==> config.mk <==
export PLATFORM = sky130hd
export DESIGN_NAME = id_ex_stage_register
export DESIGN_NICKNAME = d
export VERILOG_FILES = /design/src/rtl/icarus_pkg.sv /design/src/rtl/id_ex_hazard_detect.sv /design/src/rtl/id_ex_stage_register.sv
export SDC_FILE = /design/constraint.sdc
export NUM_CORES = 1
export LEC_CHECK = 0
export CORE_MARGIN = 1
export CORE_UTILIZATION = 45
export CTS_CLUSTER_DIAMETER = 100
export DETAILED_ROUTE_END_ITERATION = 12
export DONT_BUFFER_PORTS = 1
export PLACE_DENSITY = 0.57
export SLEW_MARGIN = 0
export SYNTH_ARGS = -nofsm -noshare
export SYNTH_HDL_FRONTEND = slang
export SYNTH_SLANG_ARGS = --single-unit
==> constraint.sdc <==
create_clock -name Clock -period 11.2 [get_ports Clock]
set_input_delay 2.24 -clock Clock [delete_from_list [all_inputs] [get_ports Clock]]
set_output_delay 2.24 -clock Clock [all_outputs]
set_load 0.02 [all_outputs]
==> src/rtl/icarus_pkg.sv <==
// Shared encodings for the ID/EX stage: ALU op codes, ID/EX state values and the
// control bundle that the pipeline register captures or replaces with a bubble.
package icarus_pkg;

    localparam logic [4:0] ALUOP_NOP = 5'b00001;
    localparam logic [4:0] ALUOP_MUL = 5'b01100;

    typedef enum logic {
        IDEX_RUN      = 1'b0,
        IDEX_MUL_WAIT = 1'b1
    } idex_state_t;

    typedef struct packed {
        logic [1:0] reg_dest;
        logic [1:0] mem_to_reg;
        logic [1:0] byte_sel;
        logic       reg_write;
        logic       alu_src;
        logic       mem_write;
        logic       mem_read;
        logic       branch;
        logic       jump;
        logic       jump_mux;
        logic [4:0] alu_op;
    } idex_ctrl_t;

    // A bubble has no side effects: nothing written, no memory access, no control transfer.
    localparam idex_ctrl_t CTRL_BUBBLE = '{
        reg_dest:   2'b00,
        mem_to_reg: 2'b00,
        byte_sel:   2'b00,
        reg_write:  1'b0,
        alu_src:    1'b0,
        mem_write:  1'b0,
        mem_read:   1'b0,
        branch:     1'b0,
        jump:       1'b0,
        jump_mux:   1'b0,
        alu_op:     ALUOP_NOP
    };

endpackage

==> src/rtl/id_ex_hazard_detect.sv <==
// Load-use detector: the load sitting in EX writes a register that the
// instruction currently in ID reads, so ID must wait one cycle.
module id_ex_hazard_detect
    import icarus_pkg::*;
(
    input  logic       ex_mem_read,
    input  logic [4:0] ex_rt,
    input  logic [4:0] id_rs,
    input  logic [4:0] id_rt,
    output logic       load_use
);

    // $zero is never a real dependency.
    assign load_use = ex_mem_read && (ex_rt != 5'd0) &&
                      ((ex_rt == id_rs) || (ex_rt == id_rt));

endmodule

==> src/rtl/id_ex_stage_register.sv <==
// ID/EX pipeline register with bubble insertion on flush/load-use and a
// multi-cycle multiply hold. Optional stall counter under IDEX_STALL_COUNT_EN.
module id_ex_stage_register
    import icarus_pkg::*;
#(
    parameter int MUL_LATENCY = 4,
    parameter int DATA_W      = 32
) (
    input  logic              Clock,
    input  logic              Reset,
    input  logic              WriteEnable,
    input  logic              Flush,
    input  logic [1:0]        ID_RegDest,
    input  logic [1:0]        ID_MemToReg,
    input  logic [1:0]        ID_ByteSel,
    input  logic              ID_RegWrite,
    input  logic              ID_AluSrc,
    input  logic              ID_MemWrite,
    input  logic              ID_MemRead,
    input  logic              ID_Branch,
    input  logic              ID_Jump,
    input  logic              ID_JumpMux,
    input  logic [4:0]        ID_AluOp,
    input  logic [DATA_W-1:0] ID_PCPlus4,
    input  logic [DATA_W-1:0] ID_ReadData1,
    input  logic [DATA_W-1:0] ID_ReadData2,
    input  logic [DATA_W-1:0] ID_Immediate,
    input  logic [4:0]        ID_Rs,
    input  logic [4:0]        ID_Rt,
    input  logic [4:0]        ID_Rd,
    output logic [1:0]        EX_RegDest,
    output logic [1:0]        EX_MemToReg,
    output logic [1:0]        EX_ByteSel,
    output logic              EX_RegWrite,
    output logic              EX_AluSrc,
    output logic              EX_MemWrite,
    output logic              EX_MemRead,
    output logic              EX_Branch,
    output logic              EX_Jump,
    output logic              EX_JumpMux,
    output logic [4:0]        EX_AluOp,
    output logic [DATA_W-1:0] EX_PCPlus4,
    output logic [DATA_W-1:0] EX_ReadData1,
    output logic [DATA_W-1:0] EX_ReadData2,
    output logic [DATA_W-1:0] EX_Immediate,
    output logic [4:0]        EX_Rs,
    output logic [4:0]        EX_Rt,
    output logic [4:0]        EX_Rd,
    output logic              Stall
`ifdef IDEX_STALL_COUNT_EN
    ,
    output logic [31:0]       StallCount
`endif
);

    localparam bit         MUL_STALLS    = (MUL_LATENCY > 1);
    localparam logic [3:0] MUL_WAIT_INIT = 4'(MUL_LATENCY - 1);

    idex_ctrl_t  id_ctrl;
    idex_ctrl_t  ctrl_reg, ctrl_next;
    idex_state_t state_reg, state_next;
    logic [3:0]  mul_count_reg, mul_count_next;

    logic [DATA_W-1:0] pc_plus4_reg, pc_plus4_next;
    logic [DATA_W-1:0] read_data1_reg, read_data1_next;
    logic [DATA_W-1:0] read_data2_reg, read_data2_next;
    logic [DATA_W-1:0] immediate_reg, immediate_next;
    logic [4:0]        rs_reg, rs_next;
    logic [4:0]        rt_reg, rt_next;
    logic [4:0]        rd_reg, rd_next;

    logic load_use;
    logic load_bubble;
    logic load_id;

    assign id_ctrl = '{
        reg_dest:   ID_RegDest,
        mem_to_reg: ID_MemToReg,
        byte_sel:   ID_ByteSel,
        reg_write:  ID_RegWrite,
        alu_src:    ID_AluSrc,
        mem_write:  ID_MemWrite,
        mem_read:   ID_MemRead,
        branch:     ID_Branch,
        jump:       ID_Jump,
        jump_mux:   ID_JumpMux,
        alu_op:     ID_AluOp
    };

    id_ex_hazard_detect u_hazard (
        .ex_mem_read (ctrl_reg.mem_read),
        .ex_rt       (rt_reg),
        .id_rs       (ID_Rs),
        .id_rt       (ID_Rt),
        .load_use    (load_use)
    );

    always_comb begin
        state_next      = state_reg;
        mul_count_next  = mul_count_reg;
        ctrl_next       = ctrl_reg;
        pc_plus4_next   = pc_plus4_reg;
        read_data1_next = read_data1_reg;
        read_data2_next = read_data2_reg;
        immediate_next  = immediate_reg;
        rs_next         = rs_reg;
        rt_next         = rt_reg;
        rd_next         = rd_reg;
        load_bubble     = 1'b0;
        load_id         = 1'b0;

        case (state_reg)
            IDEX_RUN: begin
                if (Flush || load_use) begin
                    load_bubble = 1'b1;
                end else if (WriteEnable) begin
                    load_id = 1'b1;
                end
            end
            IDEX_MUL_WAIT: begin
                mul_count_next = mul_count_reg - 4'd1;
                // Upstream was frozen, so the leaving edge takes the waiting ID instruction as-is.
                if (mul_count_reg == 4'd1) begin
                    state_next = IDEX_RUN;
                    load_id    = 1'b1;
                end
            end
            default: begin
                state_next = IDEX_RUN;
            end
        endcase

        if (load_bubble || load_id) begin
            ctrl_next       = load_bubble ? CTRL_BUBBLE : id_ctrl;
            pc_plus4_next   = ID_PCPlus4;
            read_data1_next = ID_ReadData1;
            read_data2_next = ID_ReadData2;
            immediate_next  = ID_Immediate;
            rs_next         = ID_Rs;
            rt_next         = ID_Rt;
            rd_next         = ID_Rd;
        end

        if (load_id && MUL_STALLS && (ID_AluOp == ALUOP_MUL)) begin
            state_next     = IDEX_MUL_WAIT;
            mul_count_next = MUL_WAIT_INIT;
        end
    end

    always_ff @(posedge Clock or posedge Reset) begin
        if (Reset) begin
            state_reg      <= IDEX_RUN;
            mul_count_reg  <= 4'd0;
            ctrl_reg       <= CTRL_BUBBLE;
            pc_plus4_reg   <= '0;
            read_data1_reg <= '0;
            read_data2_reg <= '0;
            immediate_reg  <= '0;
            rs_reg         <= 5'd0;
            rt_reg         <= 5'd0;
            rd_reg         <= 5'd0;
        end else begin
            state_reg      <= state_next;
            mul_count_reg  <= mul_count_next;
            ctrl_reg       <= ctrl_next;
            pc_plus4_reg   <= pc_plus4_next;
            read_data1_reg <= read_data1_next;
            read_data2_reg <= read_data2_next;
            immediate_reg  <= immediate_next;
            rs_reg         <= rs_next;
            rt_reg         <= rt_next;
            rd_reg         <= rd_next;
        end
    end

    assign Stall = (state_reg == IDEX_MUL_WAIT) || ((state_reg == IDEX_RUN) && load_use);

    assign EX_RegDest   = ctrl_reg.reg_dest;
    assign EX_MemToReg  = ctrl_reg.mem_to_reg;
    assign EX_ByteSel   = ctrl_reg.byte_sel;
    assign EX_RegWrite  = ctrl_reg.reg_write;
    assign EX_AluSrc    = ctrl_reg.alu_src;
    assign EX_MemWrite  = ctrl_reg.mem_write;
    assign EX_MemRead   = ctrl_reg.mem_read;
    assign EX_Branch    = ctrl_reg.branch;
    assign EX_Jump      = ctrl_reg.jump;
    assign EX_JumpMux   = ctrl_reg.jump_mux;
    assign EX_AluOp     = ctrl_reg.alu_op;
    assign EX_PCPlus4   = pc_plus4_reg;
    assign EX_ReadData1 = read_data1_reg;
    assign EX_ReadData2 = read_data2_reg;
    assign EX_Immediate = immediate_reg;
    assign EX_Rs        = rs_reg;
    assign EX_Rt        = rt_reg;
    assign EX_Rd        = rd_reg;

`ifdef IDEX_STALL_COUNT_EN
    logic [31:0] stall_count_reg;

    always_ff @(posedge Clock or posedge Reset) begin
        if (Reset) begin
            stall_count_reg <= 32'd0;
        end else if (Stall && (stall_count_reg != 32'hFFFF_FFFF)) begin
            stall_count_reg <= stall_count_reg + 32'd1;
        end
    end

    assign StallCount = stall_count_reg;
`endif

endmodule

# After elaboration in Yosys (flattened, before gate mapping)
# Cells that the tools add are included.
classes:
  addsub: 1
  bitwise_logic: 1
  n_eq_ne: 4
  muxes: 12
  n_reduce_logical: 10
op_table:
  columns: ["cell", "count"]
  rows:
  - ["two-way mux 18 bit", 1]
  - ["equality test 5 bit", 2]
  - ["two-way mux 1 bit", 8]
  - ["two-way mux 4 bit", 2]
  - ["equality test 5 x 4 -> 1 bit, second input constant", 1]
  - ["nonzero test 5 bit", 1]
  - ["equality test 4 x 1 -> 1 bit, second input constant", 1]
  - ["logical AND 1 bit", 4]
  - ["logical OR 1 bit", 4]
  - ["subtractor 4 x 1 -> 4 bit, second input constant", 1]
  - ["case mux 1 bit (2 select lines)", 1]
  - ["nonzero test 2 bit", 1]
  - ["NOT 1 bit", 1]
word_totals:
  ff_bits: 166
  wordCells: 48
  out_inout_bits: 162

# Depth between registers and ports, before layout
logic_depth:
  word_depth: 8
  ltp_mapped: 9
  mapped_depth_nobuf: 7

# Cells and area by module
# From an unflattened synthesis, not the netlist that was laid out.
hier_totals:
  hier_cells: 398
  hier_area_um2: 6648.9
modules_own_cells:
  columns: ["module", "cells_each", "n_inst", "seq_area_each_um2", "area_each_um2"]
  rows:
  - ["id_ex_stage_register", 381, 1, 4155.2, 6523.8]
  - ["id_ex_hazard_detect", 17, 1, 0.0, 125.1]

# Worst setup path after synthesis
# Ideal clock, no wire load.
synth_timing:
  path_kind: "input to output"
  from: "in ID_Rs[1]"
  to: "out Stall"
  n_path_buf: 2
  slack_ns: 5.326
  required_ns: 8.960
  arrival_time_ns: 3.634
  cell_stages: 6
  cell_sequence: "xnor2_1 nand4_1 o22a_1 buf_2 buf_1 o21ai_0"
synth_via:
  elab_chain_cells: 5
synth_lines:
  columns: ["item", "line_no", "text"]
  rows:
  - ["from (decl)", "id_ex_stage_register.sv:28", "input logic [4:0] ID_Rs,"]
  - ["equality test 5 bit", "id_ex_hazard_detect.sv:15", "((ex_rt == id_rs) || (ex_rt == id_rt));"]
  - ["logical OR 1 bit", "id_ex_hazard_detect.sv:15", null]
  - ["logical AND 1 bit", "id_ex_hazard_detect.sv:14", "assign load_use = ex_mem_read && (ex_rt != 5'd0) &&"]
  - ["logical AND 1 bit", "id_ex_stage_register.sv:176", "assign Stall = (state_reg == IDEX_MUL_WAIT) || ((state_reg == IDEX_RUN) && load_use);"]
  - ["logical OR 1 bit", "id_ex_stage_register.sv:176", null]
  - ["to (decl)", "id_ex_stage_register.sv:49", "output logic Stall"]
# No other way between the ends.

# Worst setup path in the final report
# Same ends and word-level chain as after synthesis.

==> impl_metrics.env <==
export IMPL_synth_top_area_share=0.374
export IMPL_end_kind="primary output"
export IMPL_area_growth_pct=3.98
export IMPL_cp_top_family="compound AO/OA/AOI/OAI gates"
export IMPL_row_count=56
export IMPL_setup_worst_path_start_class="primary input"
export IMPL_cts_clk_slew_worst_paths_ns=0.06
export IMPL_finalMaxSlewViolations=0
export IMPL_syn_mean_instance_area_um2=8.22
export IMPL_start_util=0.465
export IMPL_cp_cell_sequence="xnor2_1, nand4_1, o22a_4, o21ai_0"
export IMPL_ys_top_cells_by_area="dfrtp_1 (37%), and3_1 (13%), o2111ai_1 (11%)"
export IMPL_synthXorXnorAreaFrac=0.00792
export IMPL_synth_largest_area_cell="dfrtp_1"
export IMPL_track_usage=0.295
export IMPL_skew_ns=0.0176
export IMPL_ys_seq_area_frac=0.376
export IMPL_fin_crit_ns=5.94
export IMPL_status="complete, no violations"
export IMPL_timing_rr_start="state_reg"
export IMPL_hpwl_um=20800
export IMPL_cts_resized=0
export IMPL_hold_start="mul_count_reg[1]"
export IMPL_synth_top_family_by_area="simple AND/OR/NAND/NOR gates"
export IMPL_clock_path_buffers=2
export IMPL_peakVddDrop_v=0.0000735
export IMPL_crit_buf_inv=0
export IMPL_synth_mux_area_frac=0.00192
export IMPL_num_vias=10836
export IMPL_io_pins=327
export IMPL_crit_required_ns=8.96
export IMPL_synth_compound_area_frac=0.192
export IMPL_drive_gt1_frac=0.0521
export IMPL_fp_dieH_um=159
export IMPL_maxCapViolCount=0
export IMPL_wire_per_inst_um=25.1
export IMPL_finalHoldViolations=0
export IMPL_nets=1365
export IMPL_place_congestion=0.845
export IMPL_slowest_delay_ns=0.66
export IMPL_clk_latency_ns=0.44
export IMPL_finalSetupViolCount=0
export IMPL_p_leak_nw=4.72
export IMPL_numCtsBuffers=17
export IMPL_holdBufCountCts=0
export IMPL_dpl_cell_count=1498
export IMPL_wl_um=38400
export IMPL_die_x_um=159
export IMPL_worstMarginPinSlew_ns=1.11
export IMPL_synth_area_um2=11100
export IMPL_cts_tree="yes"
export IMPL_hold_class="flop to flop"
export IMPL_ys_types=36
export IMPL_firstDrtPassIters=5
export IMPL_drc=0
export IMPL_dieArea_um2=25200
export IMPL_core_um2=23800
export IMPL_ant_nets=0
export IMPL_yosysWarnings=0
export IMPL_synth_seq_cells=166
export IMPL_clock_sinks=166
export IMPL_power_density_nw_per_um2=141
export IMPL_avgViaCountPerCell=7.09
export IMPL_rsz0062_at_grt="false"
export IMPL_slew_headroom=0.263
export IMPL_n_antenna_cell=0
export IMPL_timing_final_crit_share=0.530
export IMPL_synthCells=1345
export IMPL_antenna_found_initial=0
export IMPL_portBuffers=0
export IMPL_grt_pass1_wl_um=60500
export IMPL_critical_path_slowest_cell="o21ai_0"
export IMPL_grt_max_degree=132
export IMPL_crit_type="primary input to primary output"
export IMPL_fin_cells=1529
export IMPL_arrival_ns=3.70
export IMPL_drt_iter0_markers=1201
export IMPL_setup_tns_ns=0
export IMPL_htreeDepth=4
export IMPL_crit_fanout=17
export IMPL_critPathLaunch="ID_Rs[1]"
export IMPL_grt_pass1_vias=10098
export IMPL_synthAdderAreaFrac=0.00226
export IMPL_syn_nets=1512
export IMPL_cts_setup_buffers=0
export IMPL_grt_ovfl_total=0
export IMPL_fmax_mhz=168
export IMPL_synth_simple_area_share=0.350
export IMPL_clockRootBuffer="clkbuf_16"
==> Yosys cell counts <==
cell	instances
and3_1	227
nand3_1	190
dfrtp_1	165
nand2_1	141
nand4_1	141
o2111ai_1	138
clkbuf_1	127
a211oi_1	89
buf_2	41
a21oi_1	20
buf_1	11
xnor2_1	10
nor2_1	7
a32o_1	5
inv_1	4
o21ai_0	4
and2_1	2
buf_4	2
ha_1	2
o31a_1	2
or3_4	2
a31oi_4	1
buf_6	1
clkbuf_2	1
clkinv_1	1
dfstp_2	1
mux2_2	1
mux2i_1	1
nor3_1	1
nor3b_1	1
nor4_1	1
o22a_1	1
o22ai_1	1
o22ai_2	1
o31ai_1	1
or4_1	1
==> cell type report <==
type / instances / area, um^2
Sequential cell: 166 / 4160
Timing Repair Buffer: 17 / 128
Tap cell: 319 / 399
Inverter: 5 / 31.3
Multi-Input combinational cell: 991 / 6190
Fill cell: 2224 / 12300
Clock buffer: 17 / 425
Clock inverter: 14 / 165
==> metrics by stage <==
step                      power [mW]  utilization  instance area (um^2)  hold WS [ns]  worst slack [ns]
after floorplan                0.956            -                 11100         0.486              4.47
after global placement          1.02        0.459                 10900         0.507              5.31
after detailed placement        1.02        0.459                 10900         0.509              5.27
after CTS                       1.63        0.484                 11500         0.524              5.27
after global routing            1.68        0.484                 11500         0.545              5.15
final                           1.62        0.484                 11500         0.522              5.26
==> final timing paths <==
kind	slack [ns]	cells after the start	endpoint
max	5.26	4	Stall
min	0.52	1	mul_count_reg[1]
max reg2reg	6.96	6	EX_Immediate[18]
min reg2reg	0.52	1	mul_count_reg[1]
max in group asynchronous	8.16	2	state_reg
min in group asynchronous	1.67	1	EX_AluSrc
==> power by group <==
group | leakage, nW | switching, mW | internal (mW) | total, mW
Sequential | 1.96 | 0.142 | 0.659 | 0.801
Combinational | 2.47 | 0.128 | 0.0785 | 0.206
Clock | 0.289 | 0.278 | 0.335 | 0.614
Total | 4.72 | 0.548 | 1.07 | 1.62
==> per-layer routing <==
metal	global-route usage	vias to the layer above	part of all wire
met2	0.442	497	0.46
met3	0.0792	53	0.089
met5	0	-	0
li1	-	4964	-
met4	0.0984	0	0.026
met1	0.408	5322	0.43
==> cells by family after synthesis <==
kind of cell	count (synthesis)
multiplexers	2
XOR/XNOR	10
flip-flops	166
AO/OA/AOI/OAI	263
adder cells (fa/ha/maj)	2
AND/OR/NAND/NOR	714
buffers and inverters	188
==> cells in the final DEF (no fill, tap or decap), drive strengths merged, types with 2 or more instances in the layout <==
cell     instances
o22ai            2
o2111ai        138
bufinv           2
o31a             2
or3              2
a21oi           20
and2             2
nand3          190
inv             12
a32o             5
o21ai            4
nand4          141
a211oi          89
and3           227
ha               2
xnor2           10
buf             17
dfrtp          165
nor2             7
nand2          141
clkinv           4
clkbuf          17
No activity file was read; power rests on OpenSTA's default activity.
